`src/rtl/uart_mem_loader.sv`:
```
// uart_mem_loader: host-driven loader. It requests bytes one at a time over a UART
// byte interface, packs them little-endian into WORD_BYTES-wide words and writes
// LOAD_LEN words to consecutive addresses of a memory write port.
// Each request echoes the previously received byte, and the host treats that echo as an ACK.
// A byte that does not arrive within TIMEOUT_CYCLES is requested again with the same tx_data.
// MAX_RETRIES consecutive timeouts on one byte end the load in ERROR.
// Optional feature macro: UART_LOADER_CHECKSUM_EN. When it is defined, one extra check
// byte must follow the last word. That byte must equal the two's complement of the
// 8-bit sum of all data bytes.
// Handshake: rx_valid and tx_done are one-cycle pulses from the uart core.
// tx_wr and mem_we are one-cycle pulses. tx_data is stable while tx_wr is high.
// mem_addr and mem_di are stable while mem_we is high. There is no backpressure.
module uart_mem_loader #(
   parameter int ADDR_WIDTH     = 14,
   parameter int WORD_BYTES     = 1,
   parameter int LOAD_LEN       = 16384,
   parameter int TIMEOUT_CYCLES = 1000000,
   parameter int MAX_RETRIES    = 3
) (
   input  logic                    clk,
   input  logic                    rst_n,
   input  logic                    start,
   input  logic [7:0]              rx_data,
   input  logic                    rx_valid,
   input  logic                    tx_done,
   output logic [7:0]              tx_data,
   output logic                    tx_wr,
   output logic [ADDR_WIDTH-1:0]   mem_addr,
   output logic [8*WORD_BYTES-1:0] mem_di,
   output logic                    mem_we,
   output logic                    busy,
   output logic                    done,
   output logic                    error,
   output logic [3:0]              state_dbg
);

   localparam logic [3:0] S_IDLE    = 4'd0;
   localparam logic [3:0] S_REQUEST = 4'd1;
   localparam logic [3:0] S_WAIT_TX = 4'd2;
   localparam logic [3:0] S_RECV    = 4'd3;
   localparam logic [3:0] S_WRITE   = 4'd4;
   localparam logic [3:0] S_NEXT    = 4'd5;
   localparam logic [3:0] S_DONE    = 4'd6;
   localparam logic [3:0] S_ERROR   = 4'd7;
`ifdef UART_LOADER_CHECKSUM_EN
   localparam logic [3:0] S_CHECK   = 4'd8;
`endif

   localparam int TMR_W = $clog2(TIMEOUT_CYCLES + 1);
   localparam int RTY_W = $clog2(MAX_RETRIES + 1);
   localparam int IDX_W = (WORD_BYTES > 1) ? $clog2(WORD_BYTES) : 1;
   localparam int CNT_W = $clog2(LOAD_LEN + 1);

   localparam logic [TMR_W-1:0] TMR_LAST = TMR_W'(TIMEOUT_CYCLES - 1);
   localparam logic [RTY_W-1:0] RTY_LAST = RTY_W'(MAX_RETRIES - 1);
   localparam logic [IDX_W-1:0] IDX_LAST = IDX_W'(WORD_BYTES - 1);
   localparam logic [CNT_W-1:0] CNT_LAST = CNT_W'(LOAD_LEN - 1);

   logic [3:0]       state;
   logic [TMR_W-1:0] timer;
   logic [RTY_W-1:0] retry;
   logic [IDX_W-1:0] byte_idx;
   logic [CNT_W-1:0] word_cnt;
   logic             pending;
   logic [7:0]       rx_byte;
   logic             consume;
`ifdef UART_LOADER_CHECKSUM_EN
   logic [7:0]       sum;
   logic             chk_phase;
`endif

   // State-decoded strobes and status.
   assign tx_wr     = (state == S_REQUEST);
   assign mem_we    = (state == S_WRITE);
   assign done      = (state == S_DONE);
   assign error     = (state == S_ERROR);
   assign busy      = !((state == S_IDLE) || (state == S_DONE) || (state == S_ERROR));
   assign state_dbg = state;
   assign consume   = (state == S_RECV) && pending;

   // Catch a received byte. A reply that lands on a request cycle is stale and is dropped.
   always_ff @(posedge clk or negedge rst_n) begin
      if (!rst_n) begin
         pending <= 1'b0;
         rx_byte <= 8'h00;
      end else if (rx_valid && !tx_wr) begin
         pending <= 1'b1;
         rx_byte <= rx_data;
      end else if (tx_wr || consume) begin
         pending <= 1'b0;
      end
   end

   // Main load sequencer: request, wait for the send, receive with retry, pack, write, advance.
   always_ff @(posedge clk or negedge rst_n) begin
      if (!rst_n) begin
         state    <= S_IDLE;
         tx_data  <= 8'h00;
         mem_addr <= '0;
         mem_di   <= '0;
         timer    <= '0;
         retry    <= '0;
         byte_idx <= '0;
         word_cnt <= '0;
`ifdef UART_LOADER_CHECKSUM_EN
         sum       <= 8'h00;
         chk_phase <= 1'b0;
`endif
      end else begin
         case (state)
            S_IDLE, S_DONE, S_ERROR: begin
               if (start) begin
                  state    <= S_REQUEST;
                  mem_addr <= '0;
                  word_cnt <= '0;
                  byte_idx <= '0;
                  tx_data  <= 8'h00;
                  retry    <= '0;
                  timer    <= '0;
`ifdef UART_LOADER_CHECKSUM_EN
                  sum       <= 8'h00;
                  chk_phase <= 1'b0;
`endif
               end
            end
            S_REQUEST: begin
               timer <= '0;
               state <= S_WAIT_TX;
            end
            S_WAIT_TX: begin
               if (tx_done) state <= S_RECV;
            end
            S_RECV: begin
               if (pending) begin
                  tx_data <= rx_byte;
                  retry   <= '0;
`ifdef UART_LOADER_CHECKSUM_EN
                  if (chk_phase) begin
                     state <= (rx_byte == (8'h00 - sum)) ? S_DONE : S_ERROR;
                  end else begin
                     sum <= sum + rx_byte;
`else
                  begin
`endif
                     for (int i = 0; i < WORD_BYTES; i++) begin
                        if (byte_idx == IDX_W'(i)) mem_di[8*i +: 8] <= rx_byte;
                     end
                     if (byte_idx == IDX_LAST) begin
                        state <= S_WRITE;
                     end else begin
                        byte_idx <= byte_idx + IDX_W'(1);
                        state    <= S_REQUEST;
                     end
                  end
               end else if (timer == TMR_LAST) begin
                  // A timed-out byte is re-requested with unchanged tx_data.
                  if (retry == RTY_LAST) begin
                     state <= S_ERROR;
                  end else begin
                     retry <= retry + RTY_W'(1);
                     state <= S_REQUEST;
                  end
               end else begin
                  timer <= timer + TMR_W'(1);
               end
            end
            S_WRITE: begin
               byte_idx <= '0;
               state    <= S_NEXT;
            end
            S_NEXT: begin
               if (word_cnt == CNT_LAST) begin
`ifdef UART_LOADER_CHECKSUM_EN
                  state <= S_CHECK;
`else
                  state <= S_DONE;
`endif
               end else begin
                  mem_addr <= mem_addr + ADDR_WIDTH'(1);
                  word_cnt <= word_cnt + CNT_W'(1);
                  state    <= S_REQUEST;
               end
            end
`ifdef UART_LOADER_CHECKSUM_EN
            S_CHECK: begin
               chk_phase <= 1'b1;
               state     <= S_REQUEST;
            end
`endif
            default: state <= S_IDLE;
         endcase
      end
   end

endmodule

```
`config.mk`:
```
export PLATFORM = sky130hd
export DESIGN_NAME = uart_mem_loader
export DESIGN_NICKNAME = d
export VERILOG_FILES = /design/src/rtl/uart_mem_loader.sv
export SDC_FILE = /design/constraint.sdc
export NUM_CORES = 1
export LEC_CHECK = 0
export CAP_MARGIN = 20
export CORE_MARGIN = 3
export CORE_UTILIZATION = 56
export DETAILED_ROUTE_END_ITERATION = 12
export GPL_TIMING_DRIVEN = 0
export PLACE_DENSITY = 0.82
export SLEW_MARGIN = 20
export SYNTH_ARGS = -nofsm -noshare
export SYNTH_HDL_FRONTEND = slang
export SYNTH_SLANG_ARGS = --single-unit
```
`constraint.sdc`:
```
create_clock -name clk -period 2.4 [get_ports clk]
set_input_delay 0.48 -clock clk [delete_from_list [all_inputs] [get_ports clk]]
set_output_delay 0.48 -clock clk [all_outputs]
set_load 0.03 [all_outputs]
```
## Word level (Yosys, flattened, before mapping)

Index checks and enable logic that the tools add are counted.
W data, S select, Z words.

| storage, ports and cells | value |
|---|---|
| register bits after elaboration | 81 |
| bits of input ports | 13 |
| output and inout port bits | 39 |
| word-level logic and storage cells | 87 |

| cells by class | value |
|---|---|
| add/sub/neg operators | 5 |
| equality and inequality tests | 18 |
| muxes and demuxes | 32 |
| bitwise logic cells | 1 |
| reduce and logical (&&, ||, !) cells | 21 |

Operator list:

| kind | count |
|---|---|
| $mux W20 | 3 |
| $pmux W20 S3 | 1 |
| $mux W15 | 2 |
| $pmux W15 S2 | 1 |
| $mux W14 | 2 |
| $pmux W14 S2 | 1 |
| $pmux W4 S6 | 1 |
| $add A20 B1 Y20 const B | 1 |
| $eq A20 B20 Y1 const B | 1 |
| $eq A4 B3 Y1 const B | 4 |
| $mux W4 | 4 |
| $mux W8 | 2 |
| $pmux W8 S2 | 1 |
| $add A15 B1 Y15 const B | 1 |
| $eq A15 B14 Y1 const B | 1 |
| $reduce_and A3 Y1 | 5 |
| $add A14 B1 Y14 const B | 1 |
| $ne A2 B2 Y1 const B | 6 |
| $mux W3 | 3 |
| $eq A4 B2 Y1 const B | 2 |
| $mux W2 | 4 |
| $reduce_and A4 Y1 | 2 |
| $reduce_bool A2 Y1 | 3 |
| $reduce_bool A3 Y1 | 2 |
| other kinds (15) | 23 |

## Depth between registers and ports, before layout

Gate-level depths: netlist of run 1.

| logic depth | value |
|---|---|
| depth after elaboration | 5 |
| depth in mapped cells | 9 |
| depth with buffers taken out | 6 |

## Worst setup path before layout of run 1

Ideal clock, no wire load.

| timing | value |
|---|---|
| kind | reg2out |
| start point | register state[1] (netlist: state_dbg[1]) |
| end point | output done |
| arrival time | 1884 ps |
| data required time | 1920 ps |
| setup slack | 36 ps |
| cell stages (with the launch flop) | 4 |
| buffers on the path | 2 |
| path through | dfrtp_1 -> buf_2 -> clkbuf_1 -> nor3b_1 |

| between the ends | value |
|---|---|
| word-level cells in the longest chain between the ends | 1 |

RTL lines:

| item | RTL line | text |
|---|---|---|
| from (decl) | 59 | `logic [3:0] state;` |
| from (signal assigned) | 97 | `state <= S_IDLE;` |
| from (signal assigned) | 113 | `state <= S_REQUEST;` |
| from (signal assigned) | 128 | `state <= S_WAIT_TX;` |
| $eq A4 B3 Y1 | 75 | `assign done = (state == S_DONE);` |
| to (decl) | 32 | `output logic done,` |

Every way passes these cells.

## Final worst setup path of run 1

| timing | value |
|---|---|
| start point | register state[2] (netlist: state_dbg[2]) |
| end point | register mem_addr[12] |

| between the ends | value |
|---|---|
| word-level cells in the longest chain between the ends | 4 |
| elaborated cells on any way between the ends | 10 |
| classes of those cells | eq/ne: 5; mux: 1; reduce/logical: 4 |

RTL lines:

| item | RTL line | text |
|---|---|---|
| $eq A4 B3 Y1 or $logic_not A4 Y1 (tied branches) | 110 | `case (state)` |
| $reduce_or A3 Y1 | 110 |  |
| $ne A2 B2 Y1 (no line) or $reduce_bool A2 Y1 (tied branches) | - |  |
| $reduce_and A3 Y1 (no line) | - |  |
| to (signal assigned) | 179 | `mem_addr <= mem_addr + ADDR_WIDTH'(1);` |
| to (decl) | 28 | `output logic [ADDR_WIDTH-1:0] mem_addr,` |

Parallel ways exist; a longest one is shown, timed or not.
A chain may end at the register's enable or synchronous reset.

==> metrics.cfg, run 1 <==
[setup_path]
ff2ff_setup_slack_ps = 80
cp.arrival_ps = 2610
worstPathRequired_ps = 2690
r2r-end = mem_addr[12]$_DFFE_PN0P_
worstReg2RegStart = state_dbg[2]$_DFFE_PN0P_
reg2reg_depth = 7
end_kind = flip-flop
cp-start-kind = flip-flop
crit_fanout = 10
timing_worst_setup_path_type = flip-flop to flip-flop

[final_layout]
fin_nets = 535
drive_above_1_share = 0.161
num_antenna_cells = 0
final_cell_area_um2 = 5200
multiInputGateArea_um2 = 2190
syn_to_final_growth_pct = 20.2
final-seq-area_um2 = 1980
fill_cells = 554
final_cells = 621
final_util = 0.705

[global_route]
grt_pass1_vias = 3788
grt_use_total = 0.257
grt-ovfl-total = 0
grt_pass1_wl_mm = 17.9
grt_max_degree = 45
antenna_found_initial = 0

[power_and_ir_drop]
combPwrFrac = 0.472
power_density_nw_per_um2 = 981
p_seq_frac = 0.338
leakage_nw = 2.13
p_total_mw = 5.10
p_sw_mw = 2.21
clkPwrFrac = 0.190
internal_power_mw = 2.89
vdd_drop_max_uv = 720
swShare = 0.434

[timing]
finalWorstSetupSlack_ps = 76.9
tightest_slew_ps = 988
skew_ps = 10.9
hold-worst-slack_ps = 66.3
slew_headroom = 0.337
max_freq_mhz = 430
grt_setup_unrepaired = true
hold_violations = 0
finalCritPeriodShare = 0.968
slew_viol_final = 0
layout_min_cycle_time_ps = 2320
setup_violations = 0
fin_tns_setup_ps = 0

[place]
dp_cells = 603
gp_congestion = 0.910
dp_slack_ps = -316
place_area_um2 = 4960
port_buffers = 50
hpwlAfterDp_mm = 7.55

[logic_synthesis]
ys_ff_latch = 79
synth_edf_count = 0
syn_avg_cell_area_um2 = 9.54
syn-instance-count = 453
synth.most_common_cell = dfrtp_1
seq_area_frac_synth = 0.457
synthTopCellsByArea = dfrtp_1 (46%), nand2_1 (5.0%), mux2_2 (4.7%)
synth_common_cells = dfrtp_1 (79), nand2_1 (58), o21ai_0 (34)
syn_area_um2 = 4320
synth_top_area_share = 0.457
async_reset_ff_frac = 1.00
syn_nets = 471
yosysWarnings = 0
synth_ff_type = dfrtp_1
yosys.area.top_type = dfrtp_1
post_synth_num_cell_types = 66

[floorplanning]
die-height_um = 93.9
die_w_um = 93.9
start_util = 0.587
core_um2 = 7370
dieArea_um2 = 8810
io_pins = 52
row_count = 31

[clock_network]
cts.clk_slew.worst_paths_ps = 90
cts_sinks = 79
cts_tree = done
clockBufferDepth = 2
clockRootBuffer = clkbuf_8
clk_latency_ps = 370
h-tree-depth = 3
holdBufCountCts = 0
cts_buffers = 9

[run]
maxCapViolations = 0

[drt]
drc = 0
ant_nets = 0
drt-pass1-iter-count = 5
num_vias = 3848
drt_iter0_drc = 218
wl_per_cell_um = 17.2
routed_wl_mm = 10.7
vias_per_cell = 6.20

[run_status]
status = finished, final reports clean

[min_path]
hold_path_class = input pin to asynchronous set/reset pin

-- logic make-up (layout without fill, tap and decap cells) --
family,Yosys count,after routing,synth area share
compound gates,117,117,0.178
xor+xnor,10,10,0.0203
fa+ha+maj,5,5,0.0145
buf+inv,33,102,0.0388
flops,79,79,0.457
mux,22,22,0.0561
other cells,1,1,0.000867
simple gates,186,186,0.234
-- layout by cell type, fill, tap and decap left out, types with 9 or more instances in the layout --
cell type and count:
nand2_1 58, clkbuf_8 10, o21ai_0 34, nor2_1 32
a31oi_1 9, nand3_1 18, clkdlybuf4s50_1 44, o31ai_1 14
inv_1 12, mux2_2 18, dfrtp_1 77, a21oi_1 17
nor3_1 11, or4_1 12
-- how the worst max path moves through the flow --
| stage | start | end | cells after the start |
|---|---|---|---|
| finish | state_dbg[2]$_DFFE_PN0P_ | mem_addr[12]$_DFFE_PN0P_ | 7 |
| detailed placement | start | mem_addr[12]$_DFFE_PN0P_ | 7 |
| global route | state_dbg[2]$_DFFE_PN0P_ | mem_addr[12]$_DFFE_PN0P_ | 7 |
| floorplan | state_dbg[1]$_DFFE_PN0P_ | done | 3 |
| global placement | rst_n | timer[18]$_DFFE_PN0P_ | 1 |
| CTS | state_dbg[1]$_DFFE_PN0P_ | done | 4 |
-- registers in the layout, indices dropped and copies added (netlist names) --
signal / flops
pending: 1
timer: 20
retry: 2
word_cnt: 15
state_dbg: 3
rx_byte: 8
mem_addr: 14
mem_di: 8
tx_data: 8
-- critical path: stages, from the launching register on --
cell	delay (ps)
dfrtp_2	480
ha_2	320
and4bb_2	290
nor3_4	240
nor2_1	110
buf_2	210
or4_1	510
o21ai_0	90
-- power groups by stage --
stage / clock network [mW] / logic [mW] / registers, mW
detailed placement: 0 / 2.37 / 1.74
finish: 0.968 / 2.41 / 1.72
floorplan: 0 / 1.38 / 1.93
CTS: 0.978 / 2.39 / 1.72
global placement: 0 / 2.29 / 1.73
global route: 1.04 / 2.61 / 1.75
-- metal layers --
layer / routed length (um) / vias to the layer above / global-route usage
li1: - / 1795 / -
met1: 4230 / 1867 / 0.312
met2: 5530 / 153 / 0.435
met3: 655 / 33 / 0.0569
met4: 269 / 0 / 0.120
met5: 0 / - / 0
-- what timing repair did --
action	in CTS	in global routing
gates resized for setup	14	13
pin swaps	1	1
endpoints found under the setup margin	27	32
buffers inserted	1	1
-- layout make-up --
class	instances	share of cell area
Sequential cell	79	0.381
Timing Repair Buffer	53	0.103
Buffer	21	0.0258
Multi-Input combinational cell	341	0.422
Inverter	12	0.00867
Clock buffer	10	0.0265
Tap cell	99	0.0238
Clock inverter	6	0.00963
Power figures use the tool's default switching activity.
==> inputs of run 2 (changes only) <==
CAP_MARGIN = 25   (was 20)
==> run 2 against run 1 <==
Net effect:
- die area unchanged
- power about the same
- clock power about the same
- critical path depth unchanged
- worst setup slack got worse by 3.6 ps
- clock-buffer cell count unchanged
- hold slack got worse by 1.4 ps
- sequential share of layout area about the same
- cell area about the same
==> metrics.cfg, run 2 (synthesized netlist as in run 1, its figures left out) <==
[clock_network]
h-tree-depth = 3
clk_latency_ps = 370
cts_tree = done
clockBufferDepth = 2
clockRootBuffer = clkbuf_8
cts.clk_slew.worst_paths_ps = 90
cts_sinks = 79
holdBufCountCts = 0
cts_buffers = 9

[power_and_ir_drop]
leakage_nw = 2.14
p_seq_frac = 0.338
clkPwrFrac = 0.189
p_sw_mw = 2.21
swShare = 0.433
p_total_mw = 5.10
combPwrFrac = 0.473
vdd_drop_max_uv = 716
internal_power_mw = 2.89
power_density_nw_per_um2 = 981

[timing]
grt_setup_unrepaired = true
skew_ps = 7.67
max_freq_mhz = 430
tightest_slew_ps = 983
layout_min_cycle_time_ps = 2330
finalCritPeriodShare = 0.969
slew_viol_final = 0
fin_tns_setup_ps = 0
hold_violations = 0
hold-worst-slack_ps = 64.8
slew_headroom = 0.340
setup_violations = 0

[final_layout]
drive_above_1_share = 0.161
layout_commonest_cell = dfrtp_1
num_antenna_cells = 0
top_register = timer
final_cell_area_um2 = 5200
mostFrequentLayoutCells = dfrtp_1 (77), nand2_1 (58), clkdlybuf4s50_1 (44), o21ai_0 (34), nor2_1 (32)
largest_reg_flops = 20
syn_to_final_growth_pct = 20.2
final_util = 0.705
top_regs = timer: 20 flops, word_cnt: 15 flops, mem_addr: 14 flops
fin_nets = 536

[run]
maxCapViolations = 0

[drt]
num_vias = 3847
drt-pass1-iter-count = 5
drt_iter0_drc = 235
drc = 0
routed_wl_mm = 10.7
ant_nets = 0
vias_per_cell = 6.18
wl_per_cell_um = 17.3

[global_route]
grt-ovfl-total = 0
grt_use_total = 0.257
grt_pass1_wl_mm = 17.9
grt_max_degree = 45
grt_pass1_vias = 3788
antenna_found_initial = 0

[setup_path]
end_kind = flip-flop
cp.arrival_ps = 2620
cp-start-kind = flip-flop
timing_worst_setup_path_type = flip-flop to flip-flop
worstPathRequired_ps = 2690
crit_fanout = 10

[floorplanning]
start_util = 0.587
row_count = 31
die_w_um = 93.9
die-height_um = 93.9
core_um2 = 7370
dieArea_um2 = 8810
io_pins = 52

[place]
port_buffers = 50
place_area_um2 = 4960
gp_congestion = 0.910
hpwlAfterDp_mm = 7.55

[run_status]
status = finished, final reports clean

[min_path]
hold_path_class = input pin to asynchronous set/reset pin

==> run 2: changes by cell type in the layout (fill, tap and decap cells not counted), sizes merged <==
cell,delta
clkbuf,+1
==> run 2: timing repair <==
action | CTS | global route
endpoints found under the setup margin | 27 | 29
pin swaps | 1 | 1
gates resized for setup | 14 | 12
buffers inserted | 1 | 1
==> run 2: critical path, cell delays in order, from the launching register on <==
cell      delay [ps]
dfrtp_2          480
ha_2             320
and4bb_2         300
nor3_4           240
nor2_1           110
buf_2            210
or4_1            510
o21ai_0           90
==> run 2: through the flow <==
stage | std cells | setup slack, ps
floorplan | 453 | 35.8
detailed placement | 603 | -316
CTS | 620 | 27.5
finish | 622 | 73.2
global route | 622 | -27.7
global placement | 602 | -1930
==> run 2: area by class of cell <==
class	count	area (um2)
inverter	12	45.0
clock inverter	6	50.0
sequential	79	1980
timing repair buffer	54	539
multi-input combinational	341	2190
tap	99	124
fill	554	2170
clock buffer	10	138
buffer	21	134
==> run 2: final timing paths <==
check	endpoint	from	depth (start not counted)	slack [ps]
min in group clk	tx_data[5]$_DFFE_PN0P_	tx_data[5]$_DFFE_PN0P_	2	510
min	mem_addr[6]$_DFFE_PN0P_	rst_n	1	60
min reg2reg	tx_data[5]$_DFFE_PN0P_	tx_data[5]$_DFFE_PN0P_	2	510
max reg2reg	mem_addr[12]$_DFFE_PN0P_	state_dbg[2]$_DFFE_PN0P_	7	70
max	mem_addr[12]$_DFFE_PN0P_	state_dbg[2]$_DFFE_PN0P_	7	70
max in group asynchronous	timer[18]$_DFFE_PN0P_	rst_n	2	1740
==> run 2: power by group through the flow <==
stage / registers (mW) / logic [mW] / clock network [mW]
finish: 1.72 / 2.41 / 0.965
detailed placement: 1.74 / 2.37 / 0
CTS: 1.72 / 2.39 / 0.978
global route: 1.75 / 2.61 / 1.04
floorplan: 1.93 / 1.38 / 0
global placement: 1.73 / 2.29 / 0
==> run 2: routing by layer <==
layer | wire length, um | global-route usage
met3 | 610 | 0.0569
met1 | 4280 | 0.312
met5 | 0 | 0
met4 | 249 | 0.120
met2 | 5600 | 0.435
